<file path="src/rtl/uart_pkg.sv">
// Shared UART types and constants for the transmit and receive stages.
// Bit timing defaults to 10 MHz / 115200 baud.
package uart_pkg;

   localparam int DATA_BITS = 8;
   localparam int CLKS_PER_BIT_DEF = 87;

   typedef enum logic [2:0] {
      IDLE,
      START,
      DATA,
      STOP,
      CLEANUP,
      BREAK_WAIT
   } rx_state_t;

endpackage

</file>
<file path="src/rtl/uart_rx_deframer_if.sv">
// Serial line in, recovered byte stream out.
// The master drives the line and consumes bytes; the slave is the deframer.
interface uart_rx_deframer_if;
   import uart_pkg::*;

   logic                 i_Rx_Serial;
   logic                 o_Rx_DV;
   logic [DATA_BITS-1:0] o_Rx_Byte;
   logic                 o_Frame_Err;
   logic                 o_Rx_Busy;

   modport master (
      output i_Rx_Serial,
      input  o_Rx_DV,
      input  o_Rx_Byte,
      input  o_Frame_Err,
      input  o_Rx_Busy
   );

   modport slave (
      input  i_Rx_Serial,
      output o_Rx_DV,
      output o_Rx_Byte,
      output o_Frame_Err,
      output o_Rx_Busy
   );

endinterface

</file>
<file path="src/rtl/uart_sync_2ff.sv">
// Two-flop synchronizer for an asynchronous single-bit input.
// The reset value is a parameter so an idle-high line stays idle-high.
module uart_sync_2ff #(
   parameter logic RST_VAL = 1'b0
) (
   input  logic clk,
   input  logic rst_n,
   input  logic d,
   output logic q
);

   logic meta;

   always_ff @(posedge clk or negedge rst_n) begin
      if (!rst_n) begin
         meta <= RST_VAL;
         q    <= RST_VAL;
      end else begin
         meta <= d;
         q    <= meta;
      end
   end

endmodule

</file>
<file path="src/rtl/uart_rx_deframer.sv">
// 8N1 receiver, mid-bit sampling. Line fall to o_Rx_DV rise takes
// 4 + (CPB-1)/2 + 9*CPB rising edges, first edge to see the low line = 1.
module uart_rx_deframer
   import uart_pkg::*;
#(
   parameter int CLKS_PER_BIT = CLKS_PER_BIT_DEF
) (
   input  logic                clk,
   input  logic                rst_n,
   uart_rx_deframer_if.slave   rx
);

   if (CLKS_PER_BIT < 4) begin : g_cpb_chk
      $error("uart_rx_deframer: CLKS_PER_BIT must be >= 4");
   end

   localparam int CNT_W = $clog2(CLKS_PER_BIT);
   localparam int IDX_W = $clog2(DATA_BITS);
   localparam logic [CNT_W-1:0] CNT_MAX = CNT_W'(CLKS_PER_BIT - 1);
   localparam logic [CNT_W-1:0] CNT_MID = CNT_W'((CLKS_PER_BIT - 1) / 2);
   localparam logic [IDX_W-1:0] IDX_MAX = IDX_W'(DATA_BITS - 1);

   rx_state_t            state;
   rx_state_t            state_n;
   logic [CNT_W-1:0]     clk_cnt;
   logic [IDX_W-1:0]     bit_idx;
   logic [DATA_BITS-1:0] shift_reg;
   logic [DATA_BITS-1:0] byte_q;
   logic                 dv_q;
   logic                 fe_q;
   logic                 busy;
   logic                 rx_s;
   logic                 bit_end;
   logic                 mid_start;

   uart_sync_2ff #(
      .RST_VAL (1'b1)
   ) u_sync (
      .clk   (clk),
      .rst_n (rst_n),
      .d     (rx.i_Rx_Serial),
      .q     (rx_s)
   );

   assign bit_end   = (clk_cnt == CNT_MAX);
   assign mid_start = (clk_cnt == CNT_MID);

   always_ff @(posedge clk or negedge rst_n) begin
      if (!rst_n) begin
         state <= IDLE;
      end else begin
         state <= state_n;
      end
   end

   always_comb begin
      state_n = state;
      unique case (state)
         IDLE:       if (!rx_s) state_n = START;
         START:      if (mid_start) state_n = rx_s ? IDLE : DATA;
         DATA:       if (bit_end && bit_idx == IDX_MAX) state_n = STOP;
         STOP:       if (bit_end) state_n = rx_s ? CLEANUP : BREAK_WAIT;
         CLEANUP:    state_n = IDLE;
         BREAK_WAIT: if (rx_s) state_n = IDLE;
         default:    state_n = IDLE;
      endcase
   end

   always_ff @(posedge clk or negedge rst_n) begin
      if (!rst_n) begin
         clk_cnt   <= '0;
         bit_idx   <= '0;
         shift_reg <= '0;
         byte_q    <= '0;
         dv_q      <= 1'b0;
         fe_q      <= 1'b0;
      end else begin
         dv_q <= 1'b0;
         fe_q <= 1'b0;
         unique case (state)
            START: begin
               clk_cnt <= mid_start ? '0 : clk_cnt + 1'b1;
            end
            DATA: begin
               clk_cnt <= bit_end ? '0 : clk_cnt + 1'b1;
               if (bit_end) begin
                  shift_reg[bit_idx] <= rx_s;
                  bit_idx            <= bit_idx + 1'b1;
               end
            end
            STOP: begin
               clk_cnt <= bit_end ? '0 : clk_cnt + 1'b1;
               // byte is only published when the stop bit is good
               if (bit_end && rx_s) begin
                  byte_q <= shift_reg;
                  dv_q   <= 1'b1;
               end
               fe_q <= bit_end && !rx_s;
            end
            default: begin
               clk_cnt <= '0;
               bit_idx <= '0;
            end
         endcase
      end
   end

   always_comb begin
      busy = (state != IDLE);
   end

   assign rx.o_Rx_DV     = dv_q;
   assign rx.o_Frame_Err = fe_q;
   assign rx.o_Rx_Byte   = byte_q;
   assign rx.o_Rx_Busy   = busy;

endmodule

</file>
<file path="src/flat_wrapper.sv">
// flat-port wrapper written by rule: the top's interface ports become plain ports
module uart_rx_deframer_flat import uart_pkg::*;
#(
   parameter int CLKS_PER_BIT = CLKS_PER_BIT_DEF
)
  (clk, rst_n, rx_i_Rx_Serial, rx_o_Rx_DV, rx_o_Rx_Byte, rx_o_Frame_Err, rx_o_Rx_Busy);
  uart_rx_deframer_if rx_i ();
  input  logic clk;
  input  logic rst_n;
  input wire logic [$bits(rx_i.i_Rx_Serial)-1:0] rx_i_Rx_Serial;
  output wire logic [$bits(rx_i.o_Rx_DV)-1:0] rx_o_Rx_DV;
  output wire logic [$bits(rx_i.o_Rx_Byte)-1:0] rx_o_Rx_Byte;
  output wire logic [$bits(rx_i.o_Frame_Err)-1:0] rx_o_Frame_Err;
  output wire logic [$bits(rx_i.o_Rx_Busy)-1:0] rx_o_Rx_Busy;
  assign rx_i.i_Rx_Serial = rx_i_Rx_Serial;
  assign rx_o_Rx_DV = rx_i.o_Rx_DV;
  assign rx_o_Rx_Byte = rx_i.o_Rx_Byte;
  assign rx_o_Frame_Err = rx_i.o_Frame_Err;
  assign rx_o_Rx_Busy = rx_i.o_Rx_Busy;
  uart_rx_deframer #(.CLKS_PER_BIT(CLKS_PER_BIT)) u_core (.clk(clk), .rst_n(rst_n), .rx(rx_i));
endmodule
</file>
<file path="config.mk">
export PLATFORM = sky130hd
export DESIGN_NAME = uart_rx_deframer_flat
export DESIGN_NICKNAME = d
export VERILOG_FILES = /design/src/rtl/uart_pkg.sv /design/src/rtl/uart_rx_deframer_if.sv /design/src/rtl/uart_sync_2ff.sv /design/src/rtl/uart_rx_deframer.sv /design/src/flat_wrapper.sv
export SDC_FILE = /design/constraint.sdc
export NUM_CORES = 1
export LEC_CHECK = 0
export CAP_MARGIN = 20
export CORE_MARGIN = 2
export CORE_UTILIZATION = 56
export DETAILED_ROUTE_END_ITERATION = 10
export GPL_TIMING_DRIVEN = 0
export PLACE_DENSITY = 0.84
export RECOVER_POWER = 100
export SLEW_MARGIN = 10
export SYNTH_ARGS = -nofsm -noshare
export SYNTH_HDL_FRONTEND = slang
export SYNTH_SLANG_ARGS = --single-unit
</file>
<file path="constraint.sdc">
create_clock -name clk -period 2.55 [get_ports clk]
set_input_delay 0.51 -clock clk [delete_from_list [all_inputs] [get_ports clk]]
set_output_delay 0.51 -clock clk [all_outputs]
set_load 0.02 [all_outputs]
</file>
# == Word-level counts from Yosys, hierarchy flattened ==
# Index checks and enable logic that the tools add are counted.
# op_classes
add_sub_neg,2
magnitude_cmp,2
n_eq_ne,13
mux,19
bitwise,1
reduce_logical,13
# ops
cell,count
two-way mux 3 bit,6
one-hot mux 3 bit (5 select lines),1
two-way mux 7 bit,2
one-hot mux 7 bit (2 select lines),1
bitwise mux 8 bit,1
inequality test 2 x 1 -> 1 bit (second input constant),4
adder 7 x 1 -> 7 bit (second input constant),1
equality test 7 x 6 -> 1 bit (second input constant),1
equality test 7 bit (second input constant),1
equality test 3 x 2 -> 1 bit (second input constant),2
equality test 3 bit (second input constant),2
one-hot mux 3 bit (2 select lines),1
AND reduction 2 bit,3
two-way mux 1 bit,5
AND reduction 5 bit,1
logical AND 1 bit,4
less-than comparator 3 x 4 -> 1 bit (second input constant),1
inequality test 2 bit (second input constant),2
OR reduction 2 bit,2
adder 3 x 1 -> 3 bit (second input constant),1
demux 1 bit (select 3 bit),1
equality test 3 x 1 -> 1 bit (second input constant),1
>= comparator 3 x 1 -> 1 bit (second input constant),1
zero test 3 bit,1
other kinds (4),4
# word_totals
ff_bits,33
inputBits,3
output_inout_bits,11
word_cells,59

# == Logic depth before layout (Yosys ltp) ==
# Gate-level depths: netlist of the first run.
# depth
word_depth,5
mapped_depth,7
mapped_depth_nobuf,6

# == Hierarchy ==
# Synthesis of the first run repeated with hierarchy kept, for this count alone.
# hier_totals
cells_unflattened,131
hier_area_um2,1587.8
# modules_own_cells
module,instances,cells_each,area_each_um2
uart_rx_deframer,1,129,1535.2
uart_sync_2ff,1,2,52.6

# == Worst setup path after synthesis of the first run ==
# Ideal clock, no wire load.
# synth_timing
path_type,register to register
start,register u_core.clk_cnt[0]
end,"register u_core.byte_q[0], in the netlist u_core.rx.o_Rx_Byte[0]"
arrival_ps,1791
required_time_ps,2425
path_slack_ps,634
path_stages_with_launch,8
n_path_buf,1
cell_sequence,dfrtp_1 -> inv_1 -> ha_1 -> and4bb_4 -> nand3_4 -> or4_4 -> buf_6 -> mux2_4
# synth_via
elab_chain_len,3
# synth_rtl
item,line_no,source
"start, declared",uart_rx_deframer.sv:25,logic [CNT_W-1:0] clk_cnt;
"start signal, assigned",uart_rx_deframer.sv:82,clk_cnt <= mid_start ? '0 : clk_cnt + 1'b1;
"start signal, assigned",uart_rx_deframer.sv:85,clk_cnt <= bit_end ? '0 : clk_cnt + 1'b1;
"start signal, assigned",uart_rx_deframer.sv:92,clk_cnt <= bit_end ? '0 : clk_cnt + 1'b1;
equality test 7 bit,uart_rx_deframer.sv:45,assign bit_end = (clk_cnt == CNT_MAX);
logical AND 1 bit,uart_rx_deframer.sv:94,if (bit_end && rx_s) begin
AND reduction 2 bit (no line),n/a,
"end signal, assigned",uart_rx_deframer.sv:95,byte_q <= shift_reg;
"end, declared",uart_rx_deframer.sv:28,logic [DATA_BITS-1:0] byte_q;
# Every way passes these cells.
# A chain may end at the register's enable or synchronous reset.

# == Worst setup path in the final report of the first run ==
# layout_timing
start,register u_core.state[2]
end,output rx_o_Rx_Busy
# layout_via
elab_chain_len,1
# layout_rtl
item,line_no,source
"start, declared",uart_rx_deframer.sv:23,rx_state_t state;
"start signal, assigned",uart_rx_deframer.sv:52,state <= state_n;
nonzero test 3 bit,uart_rx_deframer.sv:109,busy = (state != IDLE);
"end, declared",flat_wrapper.sv:14,output wire logic [$bits(rx_i.o_Rx_Busy)-1:0] rx_o_Rx_Busy;
# Every way passes these cells.

==> impl_metrics.ini, run 1 <==
[status]
outcome = finished with violations
failing_checks = max-capacitance violations, max-slew violations

[yosys]
synth_compound_area_share_pct = 7.36
cell_count_after_synthesis = 138
synth_top_family_by_area = simple AND/OR/NAND/NOR gates
adder_cell_share_of_the_synthesized_area_pct = 3.17
synth.net_count = 145
synth_largest_area_cell = sky130_fd_sc_hd__dfrtp_1
synthesis.yosys.warnings = 0
ys_types = 38
synth_enable_flop_cells = 0
synth.area.top_cells = sky130_fd_sc_hd__dfrtp_1 (49%), sky130_fd_sc_hd__mux2_4 (7.6%), sky130_fd_sc_hd__mux2_2 (5.7%)
synth_seq_cells = 33
synthMuxAreaShare_pct = 13.9
netlist_area_mm2 = 0.00158
ffs_w_async_s_r_synth_pct = 100
synthDominantCellAreaShare_pct = 49.1
ys.flop_type = sky130_fd_sc_hd__dfrtp_1
syn_area_per_cell_um2 = 11.5
yosys.area_share.xor_xnor_pct = 2.77
post_synth_and_or_nand_nor_area_fraction_pct = 16.9
synth_seq_area_share_pct = 52.4

[power]
power.internal_mw = 0.661
power_density_mw_per_mm2 = 509
static_leakage_nw = 0.847
seq_power_share_pct = 61.5
power_switching_mw = 0.226
power.share.clock_pct = 30.6
peakVddDrop_v = 0.000425
netSwitchingFraction_pct = 25.5
power.combinational.fraction_pct = 7.9

[worst_setup_path]
crit_arrival_ns = 1.91
path_delay_family = buffers and inverters
crit_path_cell_trace = clkbuf_1 > nor2_1 > nand2_1 > dlygate4sd3_1
worst_setup_path_start_kind = flop
r2r_start = u_core.clk_cnt[0]
worst-path-max-fanout = 9
crit_start = u_core.state[2]
critPathMaxStageDelay_ns = 0.65
setup.reg_to_reg.worst_slack_ns = 0.24
cp_required_ns = 2.04
worstSetupEndpointType = primary output
worst_r2r_path_depth = 7
path_class = reg -> out
crit_buf_inv = 2
slowest_cell_on_crit_path = sky130_fd_sc_hd__dlygate4sd3_1
critical_path.reg2reg.endpoint = u_core.rx.o_Rx_Byte[4]

[sta]
rsz0062_at_grt = false
finalClockSkew_ns = 0.0119
timing.hold.ws_ns = 0.347
rel_slew_slack_pct = -10.8
fin_setup_tns_ns = 0
achievable-frequency_ghz = 0.414
finalSetupViolations = 0
slew_violations = 34
timing_worst_slew_pin_value_ns = 1.66
final-hold-violation-count = 0
final_min_period_over_clock_period_pct = 94.7
final_period_minus_worst_setup_slack_ns = 2.42

[clocking]
post_cts_buffers = 0
clkTransAtPathRegs_ns = 0.10
cts_root_buf = sky130_fd_sc_hd__clkbuf_4
cts.sink_count = 33
clkLatencyLatePin_ns = 0.33
cts.path.max_buffers = 2
post_cts.resized_instances = 0
clock_tree_from_tritoncts = built
ctsHtreeMaxLevel = 2
post_cts_hold_buffer_count = 0
cts_made_buffers = 5

[final_layout]
finalCoreUtilization_pct = 64.4
final_net_count = 165
final_layout_size_suffix_gt1_share_pct = 13.8
synthToLayoutAreaGrowth_pct = 10.5
regArea_um2 = 828
nFillCells = 222
multiInputGateArea_um2 = 656
antenna-diode-count = 0

[floorplanning]
chip_width_um = 57.1
pin_count = 14
initial_util_pct = 58.3
dieArea_mm2 = 0.00326
coreArea_mm2 = 0.00271
die_y_um = 57.1
fp-row-count = 19

[global_route]
grt_overflow = 0
grt_max_degree = 34
grt_antenna_before_repair = 0
grt_pass1_wl_um = 5110
grtUsageTotal_pct = 20.6
grt_pass1_vias = 1093

[worst_hold_path]
whs_path_depth = 0
path_class_of_the_lowest_slack_min_delay_path = reg -> reg
timing.hold.worst_endpoint = u_core.u_sync.q
hold_path_startpoint = u_core.u_sync.meta

[drt]
detail_route.drc_violations = 0
routed_via_density = 5.76
drtPass1Iterations = 4
total_number_of_vias = 1095
ant_nets = 0
final_wirelength_um = 2850
routed_wire_length_per_instance_um = 15.0
drt_iter0_drc = 46

[placement]
place.port_buffers = 13
dp_hpwl_um = 2060
placer_congestion = 0.892

[job]
cap_violations = 1
how the worst max path moves through the flow:
stage / end / slack, ns / cells after the start
6_report: rx_o_Rx_Busy / 0.13 / 4
4_1_cts: rx_o_Rx_Busy / 0.17 / 4
2_1_floorplan: u_core.rx.o_Rx_Byte[0] / 0.63 / 7
5_1_grt: rx_o_Rx_Busy / 0.05 / 4
3_5_place_dp: u_core.rx.o_Rx_Byte[4] / 0.51 / 7
3_3_place_gp: u_core.rx.o_Rx_Byte[5] / 0.40 / 1
cell usage after synthesis, types with 4 or more instances:
cell type	count
sky130_fd_sc_hd__mux2_4	8
sky130_fd_sc_hd__nor4_1	5
sky130_fd_sc_hd__clkbuf_1	4
sky130_fd_sc_hd__nor3_1	5
sky130_fd_sc_hd__o21ai_0	5
sky130_fd_sc_hd__a21oi_1	5
sky130_fd_sc_hd__ha_1	4
sky130_fd_sc_hd__nor2_1	13
sky130_fd_sc_hd__dfrtp_1	31
sky130_fd_sc_hd__nand2_1	10
sky130_fd_sc_hd__mux2_2	8
per-stage QoR:
stage	total power, mW	setup slack [ns]	cell area [um2]	cells
floorplan	0.599	0.634	1580	138
global placement	0.626	0.402	1750	182
detailed placement	0.628	0.513	1740	182
CTS	0.898	0.174	1800	190
global route	0.932	0.0453	1750	190
finish	0.888	0.135	1750	190
power groups by stage:
stage	registers, mW	clock network [mW]	logic (mW)
global route	0.549	0.302	0.0809
global placement	0.555	0	0.0710
finish	0.546	0.272	0.0705
CTS	0.546	0.278	0.0733
floorplan	0.553	0	0.0462
detailed placement	0.556	0	0.0724
kinds of logic (layout without fill, tap and decap cells):
| kind of cell | count (synthesis) | count (layout) |
|---|---|---|
| muxes | 17 | 17 |
| adders and majority gates | 4 | 4 |
| DFF | 33 | 33 |
| and+or+nand+nor | 49 | 49 |
| buffers and inverters | 11 | 32 |
| xor gates and xnor gates | 5 | 5 |
| AOI/OAI and AO/OA | 19 | 19 |
layout make-up:
class                           count  area share, %
Sequential cell                    33           47.5
Multi-Input combinational cell     94           37.6
Timing Repair Buffer               13           7.10
Clock buffer                        6           2.37
Tap cell                           31           2.22
Buffer                              7           1.86
Inverter                            4          0.860
Clock inverter                      2          0.573
metal layers:
| layer | track usage (%) | vias to the layer above | share of wire [%] |
|---|---|---|---|
| met4 | 9.63 | 0 | 1.8 |
| met2 | 30.5 | 25 | 48 |
| met1 | 27.8 | 541 | 46 |
| li1 | - | 525 | - |
| met5 | 0 | - | 0 |
| met3 | 6.35 | 4 | 4.6 |
cells in the final DEF (no fill, tap or decap), types with 2 or more instances in the layout:
| master | netlist | routed |
|---|---|---|
| sky130_fd_sc_hd__dfrtp_1 | 31 | 31 |
| sky130_fd_sc_hd__nor2_1 | 13 | 13 |
| sky130_fd_sc_hd__dlygate4sd3_1 | 0 | 12 |
| sky130_fd_sc_hd__nand2_1 | 10 | 10 |
| sky130_fd_sc_hd__mux2_1 | 0 | 9 |
| sky130_fd_sc_hd__clkbuf_1 | 4 | 6 |
| sky130_fd_sc_hd__mux2_2 | 8 | 6 |
| sky130_fd_sc_hd__a21oi_1 | 5 | 5 |
| sky130_fd_sc_hd__nor3_1 | 5 | 5 |
| sky130_fd_sc_hd__nor4_1 | 5 | 5 |
| sky130_fd_sc_hd__o21ai_0 | 5 | 5 |
| sky130_fd_sc_hd__clkbuf_4 | 0 | 5 |
| sky130_fd_sc_hd__nand3_1 | 3 | 4 |
| sky130_fd_sc_hd__ha_1 | 4 | 4 |
| sky130_fd_sc_hd__inv_1 | 3 | 3 |
| sky130_fd_sc_hd__xor2_1 | 3 | 3 |
| sky130_fd_sc_hd__xnor2_1 | 2 | 2 |
| sky130_fd_sc_hd__and2_0 | 0 | 2 |
| sky130_fd_sc_hd__nand4_1 | 2 | 2 |
| sky130_fd_sc_hd__a21boi_0 | 2 | 2 |
| sky130_fd_sc_hd__a31oi_1 | 2 | 2 |
| sky130_fd_sc_hd__clkinv_2 | 0 | 2 |
| sky130_fd_sc_hd__dfstp_2 | 2 | 2 |
(Power assumes the default switching activity.)
==> run 2, diff against run 1 <==
- PLACE_DENSITY: 0.84 -> 0.78
==> impl_metrics.ini, run 2 (same netlist as run 1, synthesis figures left out) <==
[final_layout]
final_layout_size_suffix_gt1_share_pct = 13.8
antenna-diode-count = 0
final_net_count = 165
layout.cells.most_common = sky130_fd_sc_hd__dfrtp_1
final_cell_mix = sky130_fd_sc_hd__dfrtp_1 (31), sky130_fd_sc_hd__nor2_1 (13), sky130_fd_sc_hd__dlygate4sd3_1 (11)
nFillCells = 229
synthToLayoutAreaGrowth_pct = 10.5
final_cells = 190

[sta]
rsz0062_at_grt = false
rel_slew_slack_pct = -10.1
finalClockSkew_ns = 0.0108
timing.hold.ws_ns = 0.359
final-hold-violation-count = 0
achievable-frequency_ghz = 0.426
final_min_period_over_clock_period_pct = 92.0
finalSetupViolations = 0
timing_worst_slew_pin_value_ns = 1.65
final_period_minus_worst_setup_slack_ns = 2.35
slew_violations = 34
finalWorstSetupSlack_ns = 0.203
fin_setup_tns_ns = 0

[worst_setup_path]
critPathMaxStageDelay_ns = 0.61
crit_path_cell_trace = clkbuf_1 > nor2_1 > nand2_1 > clkdlybuf4s50_1
worstSetupEndpointType = primary output
cp_required_ns = 2.04
slowest_cell_on_crit_path = sky130_fd_sc_hd__clkdlybuf4s50_1
path_delay_family = buffers and inverters
path_class = reg -> out
crit_buf_inv = 2
worst_setup_path_start_kind = flop
crit_arrival_ns = 1.84
worst-path-max-fanout = 9

[floorplanning]
dieArea_mm2 = 0.00326
die_y_um = 57.1
chip_width_um = 57.1
coreArea_mm2 = 0.00271
initial_util_pct = 58.3
fp-row-count = 19
pin_count = 14

[job]
cap_violations = 1

[clocking]
post_cts.resized_instances = 0
cts.path.max_buffers = 2
cts.sink_count = 33
clock_tree_from_tritoncts = built
cts_root_buf = sky130_fd_sc_hd__clkbuf_4
cts_made_buffers = 5
post_cts_buffers = 0
clkLatencyLatePin_ns = 0.33
post_cts_hold_buffer_count = 0
ctsHtreeMaxLevel = 2
clkTransAtPathRegs_ns = 0.09

[placement]
place.port_buffers = 13
placer_congestion = 0.906
dp_hpwl_um = 2010
placed_cells_incl_taps = 182
detailedPlace.worstSlack_ns = 0.509

[drt]
routed_wire_length_per_instance_um = 14.2
total_number_of_vias = 1084
ant_nets = 0
final_wirelength_um = 2700
drtPass1Iterations = 4
routed_via_density = 5.71
drt_iter0_drc = 27
detail_route.drc_violations = 0

[power]
power.combinational.fraction_pct = 8.2
static_leakage_nw = 0.849
power.share.clock_pct = 30.2
power_switching_mw = 0.224
peakVddDrop_v = 0.000468
netSwitchingFraction_pct = 25.3
power.internal_mw = 0.662
post-layout-total-power_mw = 0.886
seq_power_share_pct = 61.6
power_density_mw_per_mm2 = 508

[global_route]
grt_pass1_wl_um = 5000
grtUsageTotal_pct = 19.9
grt_max_degree = 34
grt_antenna_before_repair = 0
grt_pass1_vias = 1096
grt_overflow = 0

[status]
outcome = finished with violations
failing_checks = max-capacitance violations, max-slew violations

[worst_hold_path]
path_class_of_the_lowest_slack_min_delay_path = reg -> reg
-- run 2: layer usage --
metal,share of wire (%),vias up,global-route usage (%)
met5,0,-,0
met3,3.9,3,6.35
li1,-,528,-
met4,1.1,0,5.65
met1,48,532,27.5
met2,47,21,30.4
-- run 2: path summary, 6_finish.rpt --
check                                   start                      to  slack, ns  cells past startpoint
hold reg to reg            u_core.u_sync.meta         u_core.u_sync.q       0.36                      0
setup reg to reg            u_core.clk_cnt[0]  u_core.rx.o_Rx_Byte[2]       0.28                      7
min in group asynchronous               rst_n       u_core.rx.o_Rx_DV       0.59                      1
hold / removal             u_core.u_sync.meta         u_core.u_sync.q       0.36                      0
max in group asynchronous               rst_n         u_core.state[1]       1.00                      1
setup / recovery              u_core.state[2]            rx_o_Rx_Busy       0.20                      4
-- run 2: power by group through the flow --
stage               Combinational [mW]  Sequential (mW)  Clock, mW
finish                          0.0726            0.546      0.268
floorplan                       0.0462            0.553          0
global placement                0.0714            0.555          0
CTS                             0.0745            0.546      0.282
detailed placement              0.0741            0.556          0
global route                    0.0829            0.549      0.303
-- run 2: cell type report --
type / instances / area (um2) / share of cell area, %
Tap cell: 31 / 38.8 / 2.22
Sequential cell: 33 / 828 / 47.5
Inverter: 4 / 15.0 / 0.860
Clock inverter: 2 / 10.0 / 0.573
Buffer: 7 / 32.5 / 1.86
Multi-Input combinational cell: 94 / 656 / 37.6
Timing Repair Buffer: 13 / 124 / 7.10
Clock buffer: 6 / 41.3 / 2.37
-- run 2: worst reg2reg max path, delay by kind of cell (launching register included) --
family,cells,cell delay [ns]
flip-flops,1,0.41
buffers and inverters,2,0.29
multiplexers,1,0.36
adder cells (fa/ha/maj),1,0.14
AND/OR/NAND/NOR,3,0.96
-- run 2: stage by stage --
step                      area [um2]  utilization (%)
after global placement          1750             64.5
final                           1750             64.4
after CTS                       1800             66.3
after detailed placement        1740             64.4
after global routing            1750             64.4
after floorplan                 1580                -
==> run 3, diff against run 2 <==
- ABC_AREA: not set -> 1
- CTS_CLUSTER_SIZE: not set -> 25
- PLACE_DENSITY: 0.78 -> 0.77
==> impl_metrics.ini, run 3 <==
[worst_setup_path]
cp_required_ns = 2.04
worst_r2r_path_depth = 9
critPathMaxStageDelay_ns = 0.65
worst-path-max-fanout = 5
crit_buf_inv = 1
crit_arrival_ns = 1.65
critical_path.reg2reg.endpoint = u_core.rx.o_Rx_Byte[1]
slowest_cell_on_crit_path = sky130_fd_sc_hd__dlygate4sd3_1
path_class = reg -> out
r2r_start = u_core.clk_cnt[0]
worstSetupEndpointType = primary output
crit_path_cell_trace = nor2_1 > nand2_1 > dlygate4sd3_1
path_delay_family = buffers and inverters
worst_setup_path_start_kind = flop
setup.reg_to_reg.worst_slack_ns = 0.64

[drt]
routed_via_density = 5.16
ant_nets = 0
routed_wire_length_per_instance_um = 12.3
drtPass1Iterations = 7
total_number_of_vias = 1294
detail_route.drc_violations = 2
final_wirelength_um = 3080
drt_iter0_drc = 56

[yosys]
synth_enable_flop_cells = 0
syn_area_per_cell_um2 = 8.39
synth_seq_cells = 33
most_frequent_cell_after_synthesis = sky130_fd_sc_hd__nand2_1
synthDominantCellAreaShare_pct = 46.5
netlist_area_mm2 = 0.00167
synth_seq_area_share_pct = 49.6
ys_types = 25
ffs_w_async_s_r_synth_pct = 100
synthesis.yosys.warnings = 0
synth.area.top_cells = sky130_fd_sc_hd__dfrtp_1 (46%), sky130_fd_sc_hd__nand2_1 (12%), sky130_fd_sc_hd__o21ai_1 (5.1%)
ys.flop_type = sky130_fd_sc_hd__dfrtp_1
synth_largest_area_cell = sky130_fd_sc_hd__dfrtp_1
synth.net_count = 206
ys_top_cells_by_count = sky130_fd_sc_hd__nand2_1 (52), sky130_fd_sc_hd__dfrtp_1 (31), sky130_fd_sc_hd__inv_1 (19)
cell_count_after_synthesis = 199

[sta]
rsz0062_at_grt = false
finalClockSkew_ns = 0.00879
final_period_minus_worst_setup_slack_ns = 2.16
finalWorstSetupSlack_ns = 0.390
rel_slew_slack_pct = -15.2
finalSetupViolations = 0
slew_violations = 34
fin_setup_tns_ns = 0
timing_worst_slew_pin_value_ns = 1.73
achievable-frequency_ghz = 0.463
final_min_period_over_clock_period_pct = 84.7
final-hold-violation-count = 0

[floorplanning]
initial_util_pct = 59.5
dieArea_mm2 = 0.00343
die_y_um = 58.6
chip_width_um = 58.6
coreArea_mm2 = 0.00281
fp-row-count = 19
pin_count = 14

[power]
static_leakage_nw = 0.882
power_density_mw_per_mm2 = 628
power.share.clock_pct = 25.2
netSwitchingFraction_pct = 35.3
power.internal_mw = 0.742
power.combinational.fraction_pct = 24.1
power_switching_mw = 0.405
seq_power_share_pct = 50.6
peakVddDrop_v = 0.000480
post-layout-total-power_mw = 1.15

[final_layout]
antenna-diode-count = 0
multiInputGateArea_um2 = 658
synthToLayoutAreaGrowth_pct = 9.52
layout.cells.most_common = sky130_fd_sc_hd__nand2_1
finalCoreUtilization_pct = 65.2
regArea_um2 = 828
final_cells = 251
final_net_count = 226
nFillCells = 247
final_cell_mix = sky130_fd_sc_hd__nand2_1 (54), sky130_fd_sc_hd__dfrtp_1 (31), sky130_fd_sc_hd__inv_1 (21)
final_layout_size_suffix_gt1_share_pct = 12.3

[job]
cap_violations = 1

[global_route]
grtUsageTotal_pct = 21.5
grt_pass1_vias = 1267
grt_overflow = 0
grt_pass1_wl_um = 5510
grt_antenna_before_repair = 0
grt_max_degree = 34

[clocking]
cts_root_buf = sky130_fd_sc_hd__clkbuf_4
clock_tree_from_tritoncts = built
cts.path.max_buffers = 2
cts.sink_count = 33
cts_made_buffers = 5
clkTransAtPathRegs_ns = 0.11
clkLatencyLatePin_ns = 0.34
post_cts_buffers = 0
post_cts.resized_instances = 0
ctsHtreeMaxLevel = 2
post_cts_hold_buffer_count = 0

[placement]
dp_hpwl_um = 2200
detailedPlace.worstSlack_ns = 0.887
placer_congestion = 0.839
place.port_buffers = 13
placed_cells_incl_taps = 243

[worst_hold_path]
hold_path_startpoint = u_core.u_sync.meta
whs_path_depth = 0
path_class_of_the_lowest_slack_min_delay_path = reg -> reg
timing.hold.worst_endpoint = u_core.u_sync.q

[status]
outcome = finished with violations
failing_checks = design-rule violations, max-capacitance violations, max-slew violations
run 3: cell count changes in the layout (fill, tap and decap cells not counted), moves of 6 or more:
cell,delta
sky130_fd_sc_hd__o21ai_1,+9
sky130_fd_sc_hd__o21ai_0,+8
sky130_fd_sc_hd__nand3_1,+10
sky130_fd_sc_hd__mux2_2,-6
sky130_fd_sc_hd__inv_1,+18
sky130_fd_sc_hd__nor2_1,+6
sky130_fd_sc_hd__mux2_1,-9
sky130_fd_sc_hd__inv_2,+6
sky130_fd_sc_hd__nand2_1,+44
run 3: area by class of cell:
type                    instances  area share, %
clock buffers                   5           2.05
inverters                      28           5.75
plain buffers                   4           1.03
flip-flops and latches         33           45.3
well taps                      31           2.12
repair buffers                 13           6.78
multi-input cells             134           36.0
clock inverters                 3          0.958
run 3: worst max-delay path by stage:
stage / startpoint / end / slack (ns) / cells after the start
2_1_floorplan: u_core.clk_cnt[0] / u_core.rx.o_Rx_Byte[5] / 1.18 / 10
3_3_place_gp: rst_n / u_core.shift_reg[5] / 0.36 / 1
3_5_place_dp: u_core.state[2] / rx_o_Rx_Busy / 0.89 / 3
4_1_cts: u_core.state[2] / rx_o_Rx_Busy / 0.48 / 3
5_1_grt: u_core.state[2] / rx_o_Rx_Busy / 0.31 / 3
6_report: u_core.state[2] / rx_o_Rx_Busy / 0.39 / 3
run 3: power groups by stage:
stage | sequential (mW) | combinational [mW] | clock (mW)
after floorplan | 0.586 | 0.223 | 0
after global placement | 0.590 | 0.283 | 0
after detailed placement | 0.592 | 0.291 | 0
after CTS | 0.582 | 0.296 | 0.297
after global routing | 0.585 | 0.315 | 0.324
final | 0.581 | 0.277 | 0.290
run 3: logic make-up (layout without fill, tap and decap cells):
family / count (synthesis) / after routing / synth area share, %
simple gates: 101 / 101 / 28.3
fa+ha+maj: 4 / 4 / 3.00
flops: 33 / 33 / 49.6
compound gates: 27 / 27 / 10.2
buf+inv: 32 / 53 / 7.87
xor+xnor: 2 / 2 / 1.05
run 3: per-stage QoR:
| step | hold slack [ns] | cell area [um2] |
|---|---|---|
| 6_report | 0.381 | 1830 |
| 5_1_grt | 0.380 | 1830 |
| 4_1_cts | 0.220 | 1890 |
| 3_5_place_dp | 0.352 | 1830 |
| 3_3_place_gp | 0.350 | 1840 |
| 2_1_floorplan | 0.214 | 1670 |
run 3: routing by layer:
layer | global-route usage, % | up-vias | routed length [um]
li1 | - | 674 | -
met3 | 6.59 | 6 | 143
met1 | 26.8 | 587 | 1450
met5 | 0 | - | 0
met2 | 34.5 | 27 | 1440
met4 | 9.42 | 0 | 42
